[src/rtl/dot11_rx_ctrl.sv]
// rtl/dot11_rx_ctrl.sv - paces IQ samples into dot11, owns its config registers and per-packet FSM.
// Optional build macro: DOT11_RX_CTRL_SKIP_EN adds SKIP_SAMPLE (address 6).
module dot11_rx_ctrl #(
    parameter int CLK_PER_SAMPLE = 10,
    parameter int RECOVER_CYCLES = 4,
    parameter int TIMEOUT_W      = 16
) (
    input  logic        clock,
    input  logic        reset,
    input  logic        set_stb,
    input  logic [7:0]  set_addr,
    input  logic [31:0] set_data,
    input  logic [31:0] src_data,
    input  logic        src_valid,
    output logic        src_ready,
    output logic [31:0] sample_out,
    output logic        sample_out_strobe,
    output logic        dot11_enable,
    output logic        dot11_reset,
    output logic [10:0] power_thres,
    output logic [31:0] min_plateau,
    output logic        soft_decoding,
    input  logic        short_preamble_detected,
    input  logic        legacy_sig_stb,
    input  logic        pkt_header_valid_strobe,
    input  logic        fcs_out_strobe,
    input  logic        fcs_ok,
    output logic [2:0]  state,
    output logic [15:0] pkt_ok_count,
    output logic [15:0] pkt_err_count,
    output logic [15:0] timeout_count,
    output logic [15:0] underrun_count
);

    localparam int DIV_W = $clog2(CLK_PER_SAMPLE + 1);
    localparam int REC_W = $clog2(RECOVER_CYCLES + 1);

    typedef enum logic [2:0] {
        S_OFF     = 3'd0,
        S_SEARCH  = 3'd1,
        S_HEADER  = 3'd2,
        S_PAYLOAD = 3'd3,
        S_RECOVER = 3'd4
    } state_t;

    state_t                 r_state;
    state_t                 w_state_next;
    logic                   r_enable;
    logic                   r_soft;
    logic [10:0]            r_power_shadow;
    logic [31:0]            r_min_shadow;
    logic [TIMEOUT_W-1:0]   r_timeout;
    logic [TIMEOUT_W-1:0]   r_to_cnt;
    logic [DIV_W-1:0]       r_div;
    logic [REC_W-1:0]       r_rec;
    logic [10:0]            r_power_out;
    logic [31:0]            r_min_out;
    logic [31:0]            r_sample;
    logic                   r_strobe;
    logic [15:0]            r_ok_cnt;
    logic [15:0]            r_err_cnt;
    logic [15:0]            r_to_evt_cnt;
    logic [15:0]            r_underrun_cnt;

    logic                   w_slot_end;
    logic                   w_fetch;
    logic                   w_underrun;
    logic                   w_drop;
    logic                   w_skip;
    logic                   w_timeout;
    logic                   w_clear;
    logic                   w_inc_ok;
    logic                   w_inc_err;
    logic                   w_inc_to;
    logic                   w_wr_ctrl;
    logic                   w_wr_power;
    logic                   w_wr_min;
    logic                   w_wr_timeout;
    logic                   w_enter_pkt;
    logic [10:0]            w_power_next;
    logic [31:0]            w_min_next;

    function automatic logic [15:0] sat_inc(input logic [15:0] v, input logic inc);
        return (inc && v != 16'hFFFF) ? v + 16'd1 : v;
    endfunction

    assign w_wr_ctrl    = set_stb && set_addr == 8'd0;
    assign w_wr_power   = set_stb && set_addr == 8'd1;
    assign w_wr_min     = set_stb && set_addr == 8'd2;
    assign w_wr_timeout = set_stb && set_addr == 8'd3;
    assign w_clear      = set_stb && set_addr == 8'd4;

    assign w_slot_end = r_enable && r_div == DIV_W'(CLK_PER_SAMPLE - 1);
    assign w_fetch    = w_slot_end && src_valid;
    assign w_underrun = w_slot_end && !src_valid;
    assign w_drop     = (r_state == S_RECOVER) || w_skip;
    assign w_timeout  = (r_timeout != '0) && (r_to_cnt == r_timeout);

`ifdef DOT11_RX_CTRL_SKIP_EN
    logic [15:0] r_skip_reg;
    logic [15:0] r_skip_cnt;

    // Skip budget reloads on every entry to S_SEARCH and drains on fetched samples.
    always_ff @(posedge clock) begin
        if (reset) begin
            r_skip_reg <= '0;
            r_skip_cnt <= '0;
        end else begin
            if (set_stb && set_addr == 8'd6)
                r_skip_reg <= set_data[15:0];
            if (w_state_next == S_SEARCH && r_state != S_SEARCH)
                r_skip_cnt <= r_skip_reg;
            else if (w_fetch && r_skip_cnt != '0)
                r_skip_cnt <= r_skip_cnt - 16'd1;
        end
    end

    assign w_skip = r_skip_cnt != '0;
`else
    assign w_skip = 1'b0;
`endif

    always_ff @(posedge clock) begin
        if (reset) begin
            r_enable       <= 1'b0;
            r_soft         <= 1'b1;
            r_power_shadow <= '0;
            r_min_shadow   <= 32'd100;
            r_timeout      <= TIMEOUT_W'(16384);
        end else begin
            if (w_wr_ctrl) begin
                r_enable <= set_data[0];
                r_soft   <= set_data[1];
            end
            if (w_wr_power)
                r_power_shadow <= set_data[10:0];
            if (w_wr_min)
                r_min_shadow <= set_data;
            if (w_wr_timeout)
                r_timeout <= set_data[TIMEOUT_W-1:0];
        end
    end

    // A write landing this cycle is folded in so it still appears one cycle after set_stb.
    assign w_power_next = w_wr_power ? set_data[10:0] : r_power_shadow;
    assign w_min_next   = w_wr_min   ? set_data       : r_min_shadow;

    always_ff @(posedge clock) begin
        if (reset) begin
            r_power_out <= '0;
            r_min_out   <= 32'd100;
        end else if (w_state_next == S_OFF || w_state_next == S_SEARCH) begin
            r_power_out <= w_power_next;
            r_min_out   <= w_min_next;
        end
    end

    always_ff @(posedge clock) begin
        if (reset || !r_enable || w_slot_end)
            r_div <= '0;
        else
            r_div <= r_div + DIV_W'(1);
    end

    always_ff @(posedge clock) begin
        if (reset) begin
            r_sample <= '0;
            r_strobe <= 1'b0;
        end else begin
            r_strobe <= w_fetch && !w_drop;
            if (w_fetch && !w_drop)
                r_sample <= src_data;
        end
    end

    always_ff @(posedge clock) begin
        if (reset)
            r_state <= S_OFF;
        else
            r_state <= w_state_next;
    end

    always_comb begin
        w_state_next = r_state;
        w_inc_ok     = 1'b0;
        w_inc_err    = 1'b0;
        w_inc_to     = 1'b0;
        case (r_state)
            S_OFF: begin
                if (r_enable)
                    w_state_next = S_SEARCH;
            end
            S_SEARCH: begin
                if (short_preamble_detected)
                    w_state_next = S_HEADER;
            end
            S_HEADER: begin
                if (pkt_header_valid_strobe) begin
                    w_state_next = S_PAYLOAD;
                end else if (w_timeout) begin
                    w_inc_to     = 1'b1;
                    w_state_next = S_RECOVER;
                end
            end
            S_PAYLOAD: begin
                if (fcs_out_strobe) begin
                    w_inc_ok     = fcs_ok;
                    w_inc_err    = !fcs_ok;
                    w_state_next = S_RECOVER;
                end else if (w_timeout) begin
                    w_inc_to     = 1'b1;
                    w_state_next = S_RECOVER;
                end
            end
            S_RECOVER: begin
                if (r_rec == REC_W'(RECOVER_CYCLES - 1))
                    w_state_next = S_SEARCH;
            end
            default: w_state_next = S_OFF;
        endcase
        if (!r_enable)
            w_state_next = S_OFF;
    end

    assign w_enter_pkt = (w_state_next != r_state) &&
                         (w_state_next == S_HEADER || w_state_next == S_PAYLOAD);

    always_ff @(posedge clock) begin
        if (reset) begin
            r_to_cnt <= '0;
            r_rec    <= '0;
        end else begin
            if (w_enter_pkt || (r_state == S_HEADER && legacy_sig_stb))
                r_to_cnt <= '0;
            else if (r_strobe)
                r_to_cnt <= r_to_cnt + TIMEOUT_W'(1);
            r_rec <= (r_state == S_RECOVER) ? r_rec + REC_W'(1) : '0;
        end
    end

    always_ff @(posedge clock) begin
        if (reset || w_clear) begin
            r_ok_cnt       <= '0;
            r_err_cnt      <= '0;
            r_to_evt_cnt   <= '0;
            r_underrun_cnt <= '0;
        end else begin
            r_ok_cnt       <= sat_inc(r_ok_cnt, w_inc_ok);
            r_err_cnt      <= sat_inc(r_err_cnt, w_inc_err);
            r_to_evt_cnt   <= sat_inc(r_to_evt_cnt, w_inc_to);
            r_underrun_cnt <= sat_inc(r_underrun_cnt, w_underrun);
        end
    end

    assign src_ready         = w_fetch;
    assign sample_out        = r_sample;
    assign sample_out_strobe = r_strobe;
    assign dot11_enable      = r_state != S_OFF;
    assign dot11_reset       = r_state == S_OFF || r_state == S_RECOVER;
    assign power_thres       = r_power_out;
    assign min_plateau       = r_min_out;
    assign soft_decoding     = r_soft;
    assign state             = r_state;
    assign pkt_ok_count      = r_ok_cnt;
    assign pkt_err_count     = r_err_cnt;
    assign timeout_count     = r_to_evt_cnt;
    assign underrun_count    = r_underrun_cnt;

endmodule

[config.mk]
export PLATFORM = sky130hd
export DESIGN_NAME = dot11_rx_ctrl
export DESIGN_NICKNAME = d
export VERILOG_FILES = /design/src/rtl/dot11_rx_ctrl.sv
export SDC_FILE = /design/constraint.sdc
export NUM_CORES = 1
export LEC_CHECK = 0
export BUFFER_PORTS_ARGS = -buffer_cell sky130_fd_sc_hd__buf_2
export CORE_MARGIN = 5
export CORE_UTILIZATION = 45
export DETAILED_ROUTE_END_ITERATION = 7
export PLACE_DENSITY = 0.69
export SLEW_MARGIN = 25
export SYNTH_ARGS = -nofsm -noshare
export SYNTH_HDL_FRONTEND = slang
export SYNTH_SLANG_ARGS = --single-unit
export TNS_END_PERCENT = 5
[constraint.sdc]
create_clock -name clock -period 5 [get_ports clock]
set_clock_uncertainty 0.15 [all_clocks]
set_input_delay 1 -clock clock [delete_from_list [all_inputs] [get_ports clock]]
set_output_delay 1 -clock clock [all_outputs]
set_load 0.05 [all_outputs]
==> out/summary.txt <==
Clock Tree Root -> clkbuf_16
Post-Route WL -> 22,710 um
Slew headroom -> 41.26%
Vias per cell -> 5.177
Number of fill cells -> 1,832
Worst vdd ir -> 0.2039 mV
Fin crit period -> 3.167 ns
Die height -> 153.1 um
CP delay by family, top -> simple AND/OR/NAND/NOR gates
Met2 Resource Use GR -> 29.65%
Initial antenna violation count -> 0
Total gr overflow -> 0
Power density over the cells -> 350.7 nW/um^2
CTS buffer count -> 25
Max-cap violations -> 0
Inst Count DP -> 1,461
Clock Path Buffers -> 3
Async SR Flop Fraction -> 0%
Met1 usage -> 25.51%
H-tree Lvls -> 1
Total number of vias -> 7,801
DP HPWL -> 15,730 um
Comb pwr share -> 1.9%
Worst-margin pin slew -> 0.8811 ns
Die Span X -> 153.1 um
Worst-case reg-to-reg path depth -> 7
Sequential area share after synthesis -> 49.29%
Synth Area per Inst -> 9.129 sq um
CTS tree -> done
Hold path endpoint -> r_rec[0]$_SDFF_PP0_
Clock power share -> 53.0%
I/O Pins -> 228
Ys Warns -> 0
Clock Pin Slew Worst Setup and Hold Paths -> 0.06 ns
CP max-delay cell -> or4b_4
Wirelength per Cell -> 15.07 um
Hold Path Depth -> 1
Register-to-register setup slack -> 2.04 ns
First-pass GRT wire length -> 37,360 um
Post-synth EDFFs -> 0
Core area -> 20,230 sq um
Hold_sp -> r_rec[0]$_SDFF_PP0_
RePlAce Congestion -> 0.7882
RSZ-0062 raised after global routing -> false
CTS resizes -> 0
Cell area after synthesis -> 9220 sq um
Net total in the final layout -> 1,308
Leakage power total -> 4.690 nW
Row count -> 52
Synth Flop Type -> dfxtp_1
CP endpoint kind -> flop
Syn Nets -> 1,100
Synthesized instance count -> 1,010
Switching Share -> 20.49%
Worst setup path category -> input pin to flop
Clk Latency, worst-skew pair -> 0.53 ns
# clock sinks -> 227
Antenna Cells -> 0
First-pass DRT Iterations -> 6
Count of different cell masters after synthesis -> 54
Fin Setup TNS -> 0 ns
CTS Hold Bufs -> 0
Gr busiest metal -> met2
Final setup viols -> 0
Initial Utilization -> 45.57%
Hold crit path type -> flop to flop
Die area -> 23,450 sq um
Number of buffers added on ports -> 227
Post-CTS Setup Bufs -> 0
F_max -> 315.7 MHz
Arrival time at the worst endpoint -> 3.44 ns
Worst R2R End -> min_plateau[9]$_SDFFE_PP0P_
RR Startpoint -> r_timeout[10]$_SDFFE_PP0P_
Max incr delay on CP -> 0.55 ns
Post-route ant nets -> 0
CP bufs+invs -> 2
Startpoint Class -> input pin
Met3 Use GR -> 4.128%
Share of cells above drive strength 1 -> 25.71%
Status -> complete, no violations
#FFs+latches synth -> 227
Switch Pwr -> 0.8231 mW
Layout area overhead -> 24.20%
Iteration-0 DRC Markers -> 372
DRC -> 0
Endpoints failing hold -> 0
Period utilization -> 63.34%
Max-slew violations -> 0
CP Cell Sequence -> buf_2 > or4b_4 > nor4_4 > and3b_2 > buf_4 > mux2i_1 > nor2_2 > a22o_1
P_int -> 3.193 mW
Final Instance Count excl. Fillers -> 1,507
Pin count of the biggest net entering global routing -> 67
Critical-path maximum fanout -> 20
Vias in the first global route -> 7,339
Seq pwr share -> 45.1%
Required time of the worst setup path -> 5.28 ns
GRT Total Usage -> 18.52%
==> registers in the layout, summed over array words and instances (netlist names) <==
signal,count
min_plateau,32
r_min_shadow,32
sample_out,32
pkt_err_count,16
pkt_ok_count,16
r_timeout,16
r_to_cnt,16
timeout_count,16
underrun_count,16
power_thres,11
r_power_shadow,11
r_div,4
r_rec,3
state,3
r_enable,1
sample_out_strobe,1
soft_decoding,1
==> metal layers <==
layer	routed length [um]	part of all wire (%)	vias up
met5	0	0	-
met3	1324	5.8	46
met4	548	2.4	0
met1	10290	45	3648
li1	-	-	3923
met2	10550	46	184
==> placed cells by master (no fill, tap or decap), drive strengths merged, types with 2 or more instances in the layout <==
cell and n:
nand2 163, nor3b 2, or3 17, a211o 5
a21oi 76, ha 9, o21ai 18, a31o 2
nor4 17, o21a 2, bufinv 7, a2bb2oi 3
mux2i 37, nand3b 4, clkbuf 32, nand3 21
xor2 31, nand4b 2, and4 9, o2111ai 2
clkinv 5, and3b 2, dfxtp 227, and3 18
nor3 32, xnor2 40, and4b 3, a31oi 3
and2 6, buf 232, inv 20, nand4 21
nand2b 9, o21bai 2, a22o 40, nor2 103
nor2b 5, a221oi 2
==> power groups by stage <==
stage               Clock, mW  Sequential [mW]  Combinational [mW]
floorplan                   0             1.85              0.0302
global placement            0             1.85              0.0786
detailed placement          0             1.85              0.0787
CTS                      2.18             1.81              0.0789
global route             2.27             1.81              0.0853
finish                   2.13             1.81              0.0781
==> cells in the mapped netlist (21+ instances only) <==
cell type | count | share of area [%]
a21oi_1 | 76 | 4.1
a22o_1 | 40 | 3.8
clkbuf_1 | 28 | 1.1
dfxtp_1 | 227 | 49
mux2i_1 | 37 | 4.0
nand2_1 | 163 | 6.6
nand3_1 | 21 | 1.1
nand4_1 | 21 | 1.4
nor2_1 | 76 | 3.1
nor2_2 | 27 | 1.8
nor3_1 | 30 | 1.6
xnor2_1 | 40 | 3.8
xor2_1 | 31 | 2.9
==> metrics by stage <==
| stage | hold WS [ns] | instance area, sq um | power, mW | worst slack (ns) | util (%) |
|---|---|---|---|---|---|
| global placement | 0.2749 | 10470 | 1.929 | 1.361 | 51.76 |
| CTS | 0.2961 | 11450 | 4.070 | 1.857 | 56.59 |
| finish | 0.2860 | 11450 | 4.016 | 1.833 | 56.59 |
| detailed placement | 0.2873 | 10480 | 1.929 | 1.286 | 51.77 |
| global route | 0.3099 | 11450 | 4.160 | 1.682 | 56.59 |
| floorplan | 0.2584 | 9220 | 1.882 | 1.838 | - |
==> kinds of logic (layout without fill, tap and decap cells) <==
family / count (synthesis) / count (layout) / synth area share (%)
adder cells (fa/ha/maj): 9 / 9 / 1.221
buffers and inverters: 69 / 296 / 3.664
flip-flops: 227 / 227 / 49.29
XOR/XNOR: 71 / 71 / 6.745
multiplexers: 37 / 37 / 4.017
AND/OR/NAND/NOR: 437 / 437 / 23.54
AO/OA/AOI/OAI: 160 / 160 / 11.52
==> worst max path at each step <==
| stage | start | to | slack, ns | cells past startpoint |
|---|---|---|---|---|
| after detailed placement | set_addr[4] | min_plateau[12]$_SDFFE_PP0P_ | 1.29 | 8 |
| after floorplan | state[0]$_SDFF_PP0_ | dot11_enable | 1.84 | 3 |
| after global routing | set_addr[4] | min_plateau[14]$_SDFFE_PP0P_ | 1.68 | 8 |
| after CTS | set_addr[4] | min_plateau[12]$_SDFFE_PP0P_ | 1.86 | 8 |
| final | set_addr[4] | min_plateau[28]$_SDFFE_PP0P_ | 1.83 | 8 |
| after global placement | set_addr[4] | min_plateau[27]$_SDFFE_PP0P_ | 1.36 | 8 |
==> cell type report <==
type                            count  area (sq um)  share of cell area, %
Sequential cell                   227          4544                  39.69
Multi-Input combinational cell    714          4350                  37.99
Timing Repair Buffer              232          1176                  10.27
Clock buffer                       32         691.9                  6.042
Tap cell                          270         337.8                  2.950
Clock inverter                     14         282.8                  2.469
Inverter                           18         67.56                 0.5900
No activity file was read; power rests on OpenSTA's default activity.
